[src/rtl/pc_seq_pkg.sv]
// Shared types and default addresses for the PC / delayed-branch sequencer.
// Used by the RTL and by memory/testbench code that needs the boot and halt addresses.
package pc_seq_pkg;

  typedef enum logic [1:0] {
    JK_NONE  = 2'b00,
    JK_INDEX = 2'b01,
    JK_REG   = 2'b10
  } jump_kind_e;

  typedef enum logic [1:0] {
    RUN    = 2'b00,
    DELAY  = 2'b01,
    HALTED = 2'b10
  } state_e;

  // RK_BRANCH means no jump: the target is the PC-relative branch target,
  // which only redirects when the condition is met.
  typedef enum logic [1:0] {
    RK_BRANCH = 2'b00,
    RK_INDEX  = 2'b01,
    RK_REG    = 2'b10
  } redirect_kind_e;

  localparam logic [31:0] DEFAULT_RESET_VECTOR = 32'hBFC0_0000;
  localparam logic [31:0] DEFAULT_HALT_ADDR    = 32'h0000_0000;

endpackage

[src/rtl/branch_target_calc.sv]
// Combinational target selection for the instruction at the current PC.
// Jumps take priority over the PC-relative branch target; the reserved jump kind acts as none.
module branch_target_calc
  import pc_seq_pkg::*;
(
  input  logic [31:0] pc_plus4,
  input  logic [15:0] imm16,
  input  logic [25:0] jump_index,
  input  logic [31:0] jump_reg,
  input  logic [1:0]  jump_kind,
  output logic [31:0] target,
  output logic [1:0]  redirect_kind
);

  logic [31:0] branch_tgt;

  assign branch_tgt = pc_plus4 + {{14{imm16[15]}}, imm16, 2'b00};

  always_comb begin
    target        = branch_tgt;
    redirect_kind = RK_BRANCH;
    case (jump_kind)
      JK_INDEX: begin
        target        = {pc_plus4[31:28], jump_index, 2'b00};
        redirect_kind = RK_INDEX;
      end
      JK_REG: begin
        target        = jump_reg;
        redirect_kind = RK_REG;
      end
      default: ;
    endcase
  end

endmodule

[src/rtl/pc_branch_sequencer.sv]
// Program counter with MIPS delayed-branch semantics: a redirect is latched when the
// branch retires and applied after the delay slot retires; transfer to HALT_ADDR halts.
module pc_branch_sequencer
  import pc_seq_pkg::*;
#(
  parameter logic [31:0] RESET_VECTOR = DEFAULT_RESET_VECTOR,
  parameter logic [31:0] HALT_ADDR    = DEFAULT_HALT_ADDR
) (
  input  logic        clk,
  input  logic        reset,
  input  logic        advance,
  input  logic        condition_met,
  input  logic [1:0]  jump_kind,
  input  logic [15:0] imm16,
  input  logic [25:0] jump_index,
  input  logic [31:0] jump_reg,
  output logic [31:0] pc,
  output logic [31:0] link_addr,
  output logic        in_delay_slot,
  output logic        active,
  output logic        addr_misaligned
);

  state_e      state_q, state_d;
  logic [31:0] pc_q, pc_d;
  logic [31:0] pending_q, pending_d;
  logic        misaligned_q, misaligned_d;

  logic [31:0] pc_plus4;
  logic [31:0] target;
  logic [1:0]  redirect_kind;
  logic        redirect;

  assign pc_plus4 = pc_q + 32'd4;

  branch_target_calc u_target (
    .pc_plus4      (pc_plus4),
    .imm16         (imm16),
    .jump_index    (jump_index),
    .jump_reg      (jump_reg),
    .jump_kind     (jump_kind),
    .target        (target),
    .redirect_kind (redirect_kind)
  );

  assign redirect = (redirect_kind != RK_BRANCH) || condition_met;

  always_comb begin
    state_d      = state_q;
    pc_d         = pc_q;
    pending_d    = pending_q;
    misaligned_d = misaligned_q;
    if (advance) begin
      case (state_q)
        RUN: begin
          pc_d = pc_plus4;
          if (redirect) begin
            pending_d    = {target[31:2], 2'b00};
            misaligned_d = misaligned_q | (target[1:0] != 2'b00);
            state_d      = DELAY;
          end
        end
        // Branch controls presented in the delay slot are deliberately ignored.
        DELAY: begin
          pc_d    = pending_q;
          state_d = (pending_q == HALT_ADDR) ? HALTED : RUN;
        end
        default: ;
      endcase
    end
  end

  always_ff @(posedge clk or posedge reset) begin
    if (reset) begin
      state_q      <= RUN;
      pc_q         <= RESET_VECTOR;
      pending_q    <= 32'd0;
      misaligned_q <= 1'b0;
    end else begin
      state_q      <= state_d;
      pc_q         <= pc_d;
      pending_q    <= pending_d;
      misaligned_q <= misaligned_d;
    end
  end

  assign pc              = pc_q;
  assign link_addr       = pc_q + 32'd8;
  assign in_delay_slot   = (state_q == DELAY);
  assign active          = (state_q != HALTED);
  assign addr_misaligned = misaligned_q;

endmodule
[config.mk]
export PLATFORM = sky130hd
export DESIGN_NAME = pc_branch_sequencer
export DESIGN_NICKNAME = d
export VERILOG_FILES = /design/src/rtl/pc_seq_pkg.sv /design/src/rtl/branch_target_calc.sv /design/src/rtl/pc_branch_sequencer.sv
export SDC_FILE = /design/constraint.sdc
export NUM_CORES = 1
export LEC_CHECK = 0
export ABC_AREA = 1
export CORE_MARGIN = 2
export CORE_UTILIZATION = 51
export DETAILED_ROUTE_END_ITERATION = 8
export GPL_TIMING_DRIVEN = 0
export PLACE_DENSITY = 0.81
export RECOVER_POWER = 100
export SLEW_MARGIN = 20
export SYNTH_ARGS = -nofsm -noshare
export SYNTH_HDL_FRONTEND = slang
export SYNTH_SLANG_ARGS = --single-unit
[constraint.sdc]
create_clock -name clk -period 7.1 [get_ports clk]
set_input_delay 1.42 -clock clk [delete_from_list [all_inputs] [get_ports clk]]
set_output_delay 1.42 -clock clk [all_outputs]
set_load 0.05 [all_outputs]
==> out/metrics.yaml <==
vias_per_cell: 5.49
firstDrtPassIters: 6
yosysWarningCount: 0
worstMarginPinSlew_ps: 2210
grt_usage: 0.330
cts_buffers: 9
fin_nets: 1307
vias: 7502
synth_seq_area_share: 0.241
min_period_ps: 4440
worstSkewPairLatency_ps: 330
postCtsSetupBuffers: 0
fmax_ghz: 0.225
place_congestion: 0.951
rsz0062_at_grt: "false"
cp.required_ps: 7270
finalSetupViolations: 0
ir_drop_v: 0.000105
htree_levels: 3
dieHeight_um: 118
grt_max_degree: 41
p_leak_nw: 4.34
drt-total-wl_um: 23100
grt_overflow: 0
place_inst: 1351
pin_count: 147
slowest_stage: "dlygate4sd3_1"
fin_cells: 1367
ys_types: 42
grt_pass1_vias: 6930
rows: 41
clock-root-buffer: "clkbuf_16"
period_share: 0.625
synth-compound-area-share: 0.166
nFillCells: 1158
start_kind: "primary input"
synth_seq_cells: 63
drive_above_1_share: 0.0661
dpl_worst_slack_ps: 2880
die_x_um: 118
grt_antenna_before_repair: 0
min_path_type: "reg2reg"
yosys.area_share.xor_xnor: 0.0625
drtAntennaViolNets: 0
worst_slack_ps: 2660
critPathCaptureType: "register"
cp.arrival_ps: 4610
slew_violations: 41
path_class: "in2reg"
syn_avg_cell_area_sq_um: 6.38
synth_mux_area_frac: 0
cts_resized: 0
crit_top_cell: "clkbuf_1"
cp_max_fo: 10
hold_buffers: 0
failed_checks: "max-capacitance violations, max-slew violations"
cp_cell_sequence: "dlygate4sd3_1 -> inv_1 -> ha_1 -> clkbuf_1 -> inv_1 -> o21ai_0 -> clkbuf_1 -> clkbuf_1 -> o21ai_0"
synth_top_family_by_area: "simple AND/OR/NAND/NOR gates"
synth_area_sq_um: 6590
relSlewSlack: -0.472
tns_ps: 0
drtIter0Drc: 788
outcome: "finished with violations"
clk_pin_slew_ps: 50
core-area_sq_um: 12600
powerDensity_nw_per_um2: 120
synthSimpleGateAreaFrac: 0.343
hpwl_um: 19000
clock_sinks: 63
wl_per_cell_um: 16.9
drc: 0
cts_tree: "built"
yosys.area_share.adder: 0.0714
maxCapViolCount: 1
finClkSkew_ps: 4.00
max_stage_delay_ps: 560
numPortBuffers: 142
diodes: 0
syn_to_final_growth_pct: 29.9
die_area_sq_um: 13800
cts_max_path_buffers: 2
utilization: 0.679
synth_cells: 1033
grt_pass1_wl_um: 36200
hold_viol_final: 0
start_util: 0.522
==> placed cells by master, fill, tap and decap left out, types with 36 or more instances in the layout <==
cell type	n
a21oi_1	67
o21ai_0	57
nand3_1	67
clkdlybuf4s50_1	76
dfrtp_1	54
ha_1	36
nor2_1	78
xor2_1	44
dlygate4sd3_1	66
nand2_1	285
inv_1	152
==> final cells by class <==
cell class	count	area (sq um)	share of cell area
flip-flops and latches	63	1590	0.185
clock inverters	3	65.1	0.00760
plain buffers	35	156	0.0183
clock buffers	13	260	0.0304
well taps	172	215	0.0251
inverters	159	598	0.0698
repair buffers	143	1430	0.166
multi-input cells	779	4260	0.497
==> power breakdown <==
group | leakage (nW) | switching [mW] | internal (mW)
registers | 0.603 | 0 | 0.360
logic | 3.58 | 0.108 | 0.0789
clock network | 0.160 | 0.154 | 0.326
total | 4.34 | 0.262 | 0.764
==> state kept, by name, summed over array words and instances, names as in the netlist <==
name             flops
pc                  30
pending_q           30
state_q              2
addr_misaligned      1
==> worst max-delay path, delay by kind of cell <==
kind	cells	cell delay (ps)
fa+ha+maj	1	270
buf+inv	6	2250
compound gates	2	670
==> metrics by stage <==
stage,hold WS (ps),power (mW),instance area [sq um]
2_1_floorplan,477,0.467,6600
3_3_place_gp,460,0.546,8240
3_5_place_dp,472,0.550,8260
4_1_cts,487,1.02,8590
5_1_grt,504,1.06,8560
6_report,476,1.03,8560
==> metal layers <==
layer	global-route usage	routed length (um)
met5	0	0
met4	0.114	748
met3	0.0305	1630
met2	0.543	10700
met1	0.454	10000
==> kinds of logic after synthesis <==
kind of cell,after synthesis
simple gates,505
flops,63
buf+inv,194
xor+xnor,47
compound gates,186
other cells,1
fa+ha+maj,37
==> cells in the mapped netlist, drive strengths merged <==
cell,instances,area share
and2,3,0.0028
and3,1,0.00095
a21o,2,0.0023
fa,1,0.0030
a21oi,67,0.051
ha,36,0.068
o21bai,6,0.0068
o21ai,64,0.049
nand2,298,0.18
conb,1,0.00057
clkbuf,20,0.012
dfrtp,54,0.21
o22ai,1,0.00095
nor3,7,0.0061
a22oi,16,0.018
o211ai,1,0.0011
nand3b,6,0.0068
nor2,94,0.070
nand3,68,0.052
inv,159,0.091
a21boi,6,0.0068
nor4,6,0.0066
or2,7,0.0066
xnor2,3,0.0040
nand4,15,0.014
xor2,44,0.058
a221oi,23,0.031
dfstp,9,0.036
buf,15,0.013
==> path summary, 6_finish.rpt <==
check	start	endpoint	slack [ps]	cells past startpoint
worst max-delay path	jump_kind[0]	state_q[0]$_DFFE_PP0P_	2660	9
worst min-delay path	addr_misaligned$_DFFE_PP0P_	addr_misaligned$_DFFE_PP0P_	480	1
worst max register to register	pc[4]$_DFFE_PP0P_	pending_q[30]$_DFFE_PP0P_	3570	16
worst min register to register	addr_misaligned$_DFFE_PP0P_	addr_misaligned$_DFFE_PP0P_	480	1
max in group asynchronous	reset	pending_q[26]$_DFFE_PP0P_	2830	3
min in group asynchronous	reset	pc[6]$_DFFE_PP0P_	1730	2
No activity file was read; power rests on OpenSTA's default activity.
